[config.mk]
export PLATFORM = sky130hd
export DESIGN_NAME = toggle_event_decoder
export DESIGN_NICKNAME = d
export VERILOG_FILES = /design/src/rtl/toggle_event_decoder.sv
export SDC_FILE = /design/constraint.sdc
export NUM_CORES = 1
export LEC_CHECK = 0
export CAP_MARGIN = 20
export CORE_AREA = 8 8 45 47
export CTS_CLUSTER_DIAMETER = 100
export DETAILED_ROUTE_END_ITERATION = 10
export DIE_AREA = 0 0 53 55
export PLACE_DENSITY = 0.58
export SYNTH_ARGS = -nofsm -noshare
export SYNTH_HDL_FRONTEND = slang
export SYNTH_SLANG_ARGS = --single-unit
[constraint.sdc]
create_clock -name clk -period 1.9 [get_ports clk]
set_input_delay 0.38 -clock clk [delete_from_list [all_inputs] [get_ports clk]]
set_output_delay 0.38 -clock clk [all_outputs]
set_load 0.03 [all_outputs]
[src/rtl/toggle_event_decoder.sv]
// Receiver for a toggle-encoded event link: synchronises the toggle line, turns each
// level change into a one-cycle pulse and queues events in a saturating pending counter.
module toggle_event_decoder #(
  parameter int SYNC_STAGES = 2,
  parameter int CNT_W       = 4
) (
  input  logic             clk,
  input  logic             reset,
  input  logic             tgl_in,
  input  logic             en,
  output logic             evt_pulse,
  output logic             evt_valid,
  input  logic             evt_ready,
  output logic [CNT_W-1:0] pending,
  output logic             ovf,
  input  logic             ovf_clr
);

  localparam logic [CNT_W-1:0] CNT_MAX = {CNT_W{1'b1}};

  logic [SYNC_STAGES-1:0] sync_q, sync_d;
  logic                   prev_q, prev_d;
  logic                   evt_pulse_q, evt_pulse_d;
  logic [CNT_W-1:0]       pending_q, pending_d;
  logic                   ovf_q, ovf_d;

  logic det;
  logic acc;
  logic pop;
  logic sat;

  // Saturating up/down step; a simultaneous push and pop cancel out.
  function automatic logic [CNT_W-1:0] next_pending(input logic [CNT_W-1:0] cur,
                                                    input logic             inc,
                                                    input logic             dec);
    logic [CNT_W-1:0] nxt;
    nxt = cur;
    if (inc && !dec) begin
      if (cur != CNT_MAX) nxt = cur + CNT_W'(1);
    end else if (dec && !inc) begin
      if (cur != '0) nxt = cur - CNT_W'(1);
    end
    return nxt;
  endfunction

  always_comb begin
    sync_d      = {sync_q[SYNC_STAGES-2:0], tgl_in};
    // prev tracks the synchronised level even while disabled, so re-enabling is clean
    prev_d      = sync_q[SYNC_STAGES-1];
    det         = sync_q[SYNC_STAGES-1] ^ prev_q;
    acc         = det && en;
    pop         = evt_valid && evt_ready;
    sat         = acc && !pop && (pending_q == CNT_MAX);
    evt_pulse_d = acc;
    pending_d   = next_pending(pending_q, acc, pop);
    ovf_d       = ovf_q;
    if (sat) begin
      ovf_d = 1'b1;
    end else if (ovf_clr) begin
      ovf_d = 1'b0;
    end
  end

  always_ff @(posedge clk or negedge reset) begin
    if (!reset) begin
      sync_q      <= '0;
      prev_q      <= 1'b0;
      evt_pulse_q <= 1'b0;
      pending_q   <= '0;
      ovf_q       <= 1'b0;
    end else begin
      sync_q      <= sync_d;
      prev_q      <= prev_d;
      evt_pulse_q <= evt_pulse_d;
      pending_q   <= pending_d;
      ovf_q       <= ovf_d;
    end
  end

  assign evt_pulse = evt_pulse_q;
  assign pending   = pending_q;
  assign evt_valid = (pending_q != '0);
  assign ovf       = ovf_q;

endmodule

==> After elaboration in Yosys (flattened, before gate mapping) <==
Index checks and enable logic that the tools add are counted.
{ "word_totals": {"elab_cells": 29, "reg_bits": 9, "in_bits": 6, "output_inout_bits": 7} }
{ "op_classes": {"reduce_logical": 12, "bitwise_logic": 1, "n_eq_ne": 3, "mux": 6, "n_addsub": 2} }
{ "ops": {"columns": ["cell", "n"], "rows": [
  ["$mux W4", 4],
  ["$reduce_bool A2 Y1", 3],
  ["$logic_and A1 B1 Y1", 5],
  ["$add A4 B1 Y4 const B", 1],
  ["$eq A4 B4 Y1 const B", 1],
  ["$ne A4 B4 Y1 const B", 1],
  ["$reduce_bool A4 Y1", 1],
  ["$sub A4 B1 Y4 const B", 1],
  ["$reduce_and A3 Y1", 1],
  ["$logic_not A1 Y1", 2],
  ["$mux W1", 2],
  ["$ne A2 B1 Y1 const B", 1],
  ["$xor A1 B1 Y1", 1]
]} }

==> Longest topological paths before layout <==
{ "logic_depth": {"ltp_word": 6, "mapped_depth": 8} }

==> Least setup slack after synthesis <==
No wires, ideal clock.
{ "synth_timing": {"path_type": "register -> register", "startpoint": "register pending_q[0] (netlist: pending[0])", "endpoint": "register pending_q[3] (netlist: pending[3])", "path_slack_ns": -0.353, "stages_incl_launch_ff": 8, "period_less_slack_ns": 2.253, "setup_ns": 0.081, "arrival_time_ns": 2.172, "path_cell_list": "dfrtp_1 -> o41ai_2 -> nand2_1 -> ha_1 -> a21o_2 -> a21oi_1 -> mux2i_1 -> xor2_1"} }
{ "synth_via": {"elab_chain_len": 6, "word_cells_on_any_way": 16} }
{ "synth_lines": {"columns": ["element", "line_no", "rtl"], "rows": [
  ["from (decl)", "24", "logic [CNT_W-1:0] pending_q, pending_d;"],
  ["from (signal assigned)", "75", "pending_q <= pending_d;"],
  ["parallel branches: the longest is 6 deep, another holds $sub A4 B1 Y4", null, null]
]} }
Parallel ways; which one is timed is not known. The select of a mux whose other input is x is not followed.
A chain may end at the register's enable or synchronous reset.

==> Final worst setup path <==
{ "layout_timing": {"startpoint": "register pending_q[2] (netlist: pending[2])", "endpoint": "register pending_q[2] (netlist: pending[2])"} }
The elaborated chain is that of the path after synthesis.

==> results.json <==
{
  "outcome": "finished, violations left",
  "violations": "negative setup slack",
  "diodes": 0,
  "reg2reg_from": "pending[2]$_DFFE_PN0P_",
  "grt_pass1_vias": 363,
  "grtUsageMet1": 0.07199,
  "crit_start": "pending[2]$_DFFE_PN0P_",
  "p_int_w": 0.0006510,
  "arrival_ns": 2.19,
  "globalplace.congestion": 0.7656,
  "path_cells": "o41ai_4 -> nand2_2 -> buf_4 -> fa_2 -> xor2_1 -> mux2_1",
  "start_kind": "register",
  "max_freq_mhz": 489.4,
  "maxCapViolations": 0,
  "synthesis.area_um2": 424.2,
  "antenna_found_initial": 0,
  "ys_seq_area_frac": 0.5310,
  "finalHoldViolations": 0,
  "ys_ff_latch": 9,
  "setup_ws_ns": -0.1433,
  "path_class": "register to register",
  "fin_util": 0.5253,
  "period_needed_ns": 2.043,
  "cts.sinks": 9,
  "syn_avg_cell_area_um2": 13.68,
  "fp.dieH_um": 55,
  "num_io_pins": 13,
  "grt_max_degree": 10,
  "die_width_um": 53,
  "dr.pass1.iters": 1,
  "ys_types": 16,
  "die-area_um2": 2915,
  "yosys_warnings": 0,
  "p_per_area_nw_per_um2": 1516,
  "worst_pin_slew_ns": 0.4037,
  "whs_ns": 0.3546,
  "grt_setup_unrepaired": "true",
  "hold_class": "register to register",
  "clkLatencyLatePin_ns": 0.27,
  "htreeDepth": 1,
  "placeableCoreArea_um2": 1384,
  "port_buffers": 12,
  "slew_violations": 0,
  "vias": 343,
  "cp_max_fo": 4,
  "grt_pass1_wl_um": 1511,
  "gr-usage-met2": 0.1211,
  "finalCritPeriodShare": 1.075,
  "syn_nets": 40,
  "grt-busiest-layer": "met2",
  "root_buffer": "clkbuf_4",
  "setup.worst_path.end_class": "register",
  "dpl_worst_slack_ns": -0.2889,
  "combPwrFrac": 0.580,
  "start_util": 0.3065,
  "fin_nets": 68,
  "drive_gt1_frac": 0.5172,
  "post-dp-hpwl_um": 831.7,
  "gr-total-overflow": 0,
  "tns_ns": -0.3615,
  "numCtsBuffers": 3,
  "p_clk_frac": 0.138,
  "drc": 0,
  "initialDrtViolationCount": 0,
  "setup_viol": 4,
  "synth_cells": 31,
  "critical-path-max-stage-delay_ns": 0.44,
  "tritoncts": "yes",
  "crit_required_ns": 2.04,
  "hold_start": "sync_q[0]$_DFF_PN0_",
  "avgRoutedWirePerCell_um": 13.66,
  "grt_use_total": 0.07510,
  "clkTransAtPathRegs_ns": 0.07,
  "pwr-share-seq": 0.282,
  "viasPerCell": 4.635,
  "max_slew_margin": 0.7300,
  "netSwitchingFraction": 0.4092,
  "rows": 14,
  "power.switching_w": 0.0004510,
  "peakVddDrop_mv": 0.6763,
  "routed_wl_um": 1011,
  "p_leak_nw": 0.3202,
  "slowest_stage": "dfrtp_2",
  "power_w": 0.001102,
  "skew_ns": 0.008939,
  "route.antenna.remaining_nets": 0,
  "clock_path_buffers": 2,
  "area_growth_pct": 71.39,
  "use_met3": 0.02674
}
[placed cells by master (no fill, tap or decap)]
master           synthesis  routed
nand4_1                  2       2
buf_4                    0      11
dlymetal6s2s_1           0       1
a21o_2                   2       2
xor2_1                   4       4
inv_1                    1       1
o41ai_4                  0       1
and2_1                   1       1
mux2_1                   2       2
fa_2                     0       1
dfrtp_2                  0       4
or4_2                    1       1
clkbuf_4                 0       3
o22ai_1                  1       1
dlygate4sd2_1            0       1
nand2_2                  1       2
ha_4                     0       2
clkinv_2                 0       1
mux2i_1                  1       1
clkdlybuf4s50_1          0       9
dfrtp_1                  9       5
buf_6                    0       1
a21oi_2                  0       1
[metal layers]
layer  part of all wire  vias to the layer above  wire length [µm]
met5                  0                        -                 0
met4              0.032                        0                32
met3              0.084                        4                85
met2               0.51                       11               513
met1               0.37                      162               379
li1                   -                      166                 -
[sequential cells by signal, indices dropped and copies added (netlist names)]
register / cells
pending: 4
prev_q: 1
evt_pulse: 1
ovf: 1
sync_q: 2
[what timing repair did]
action                                 in CTS  in global routing
pin swaps                                   1                  1
setup buffers                               2                  2
endpoints found under the hold margin       0                  0
hold buffers                                0                  0
resized for setup                           6                  6
setup endpoints to repair                   5                  5
[stage by stage]
step,instances,area [µm²]
6_report,74,726.9
5_1_grt,74,726.9
4_1_cts,72,709.4
3_5_place_dp,66,651.9
3_3_place_gp,66,651.9
2_1_floorplan,31,459.2
[worst paths after layout]
| check | endpoint | slack [ns] | cells after the start |
|---|---|---|---|
| worst min register to register | sync_q[1]$_DFF_PN0_ | 0.35 | 0 |
| max in group asynchronous | pending[1]$_DFFE_PN0P_ | 1.18 | 1 |
| worst min-delay path | sync_q[1]$_DFF_PN0_ | 0.35 | 0 |
| worst max-delay path | pending[2]$_DFFE_PN0P_ | -0.14 | 6 |
| min in group asynchronous | prev_q$_DFF_PN0_ | 0.40 | 1 |
| worst max register to register | pending[2]$_DFFE_PN0P_ | -0.14 | 6 |
[critical path: cells and delay by family (launching register included)]
family | cells | cell delay (ns)
DFF | 1 | 0.44
adders and majority gates | 1 | 0.32
xor gates and xnor gates | 1 | 0.14
buffers and inverters | 1 | 0.17
muxes | 1 | 0.29
AOI/OAI and AO/OA | 1 | 0.41
and+or+nand+nor | 1 | 0.16
[logic make-up (layout without fill, tap and decap cells)]
group           count (synthesis)  in the layout  synth area share
compound gates                  5              5            0.1062
xor+xnor                        4              4           0.08259
fa+ha+maj                       3              3            0.1062
buf+inv                         1             28          0.008841
flops                           9              9            0.5310
mux                             3              3           0.07669
simple gates                    6              6           0.08851
[power by group through the flow]
stage                     Sequential [W]  Combinational [W]  Clock, W
final                           0.000311           0.000639  0.000152
after global routing            0.000315           0.000689  0.000162
after CTS                       0.000311           0.000633  0.000159
after detailed placement        0.000314           0.000610         0
after global placement          0.000311           0.000591         0
after floorplan                 0.000447           0.000212         0
[cell type report]
| type | count | area (µm²) |
|---|---|---|
| Multi-Input combinational cell | 21 | 240.2 |
| Inverter | 1 | 3.754 |
| Timing Repair Buffer | 23 | 205.2 |
| Tap cell | 16 | 20.02 |
| Clock inverter | 1 | 5.005 |
| Fill cell | 123 | 656.9 |
| Sequential cell | 9 | 230.2 |
| Clock buffer | 3 | 22.52 |
[Yosys cell counts]
| master | number | share of area |
|---|---|---|
| or4_2 | 1 | 0.021 |
| nand2_1 | 1 | 0.0088 |
| a21o_2 | 2 | 0.041 |
| nand2_2 | 1 | 0.015 |
| fa_1 | 1 | 0.047 |
| mux2_1 | 2 | 0.053 |
| and2_1 | 1 | 0.015 |
| xor2_1 | 4 | 0.083 |
| inv_1 | 1 | 0.0088 |
| a21oi_1 | 1 | 0.012 |
| ha_1 | 2 | 0.059 |
| dfrtp_1 | 9 | 0.53 |
| o22ai_1 | 1 | 0.015 |
| o41ai_2 | 1 | 0.038 |
| mux2i_1 | 1 | 0.024 |
| nand4_1 | 2 | 0.029 |
Power figures use the tool's default switching activity.
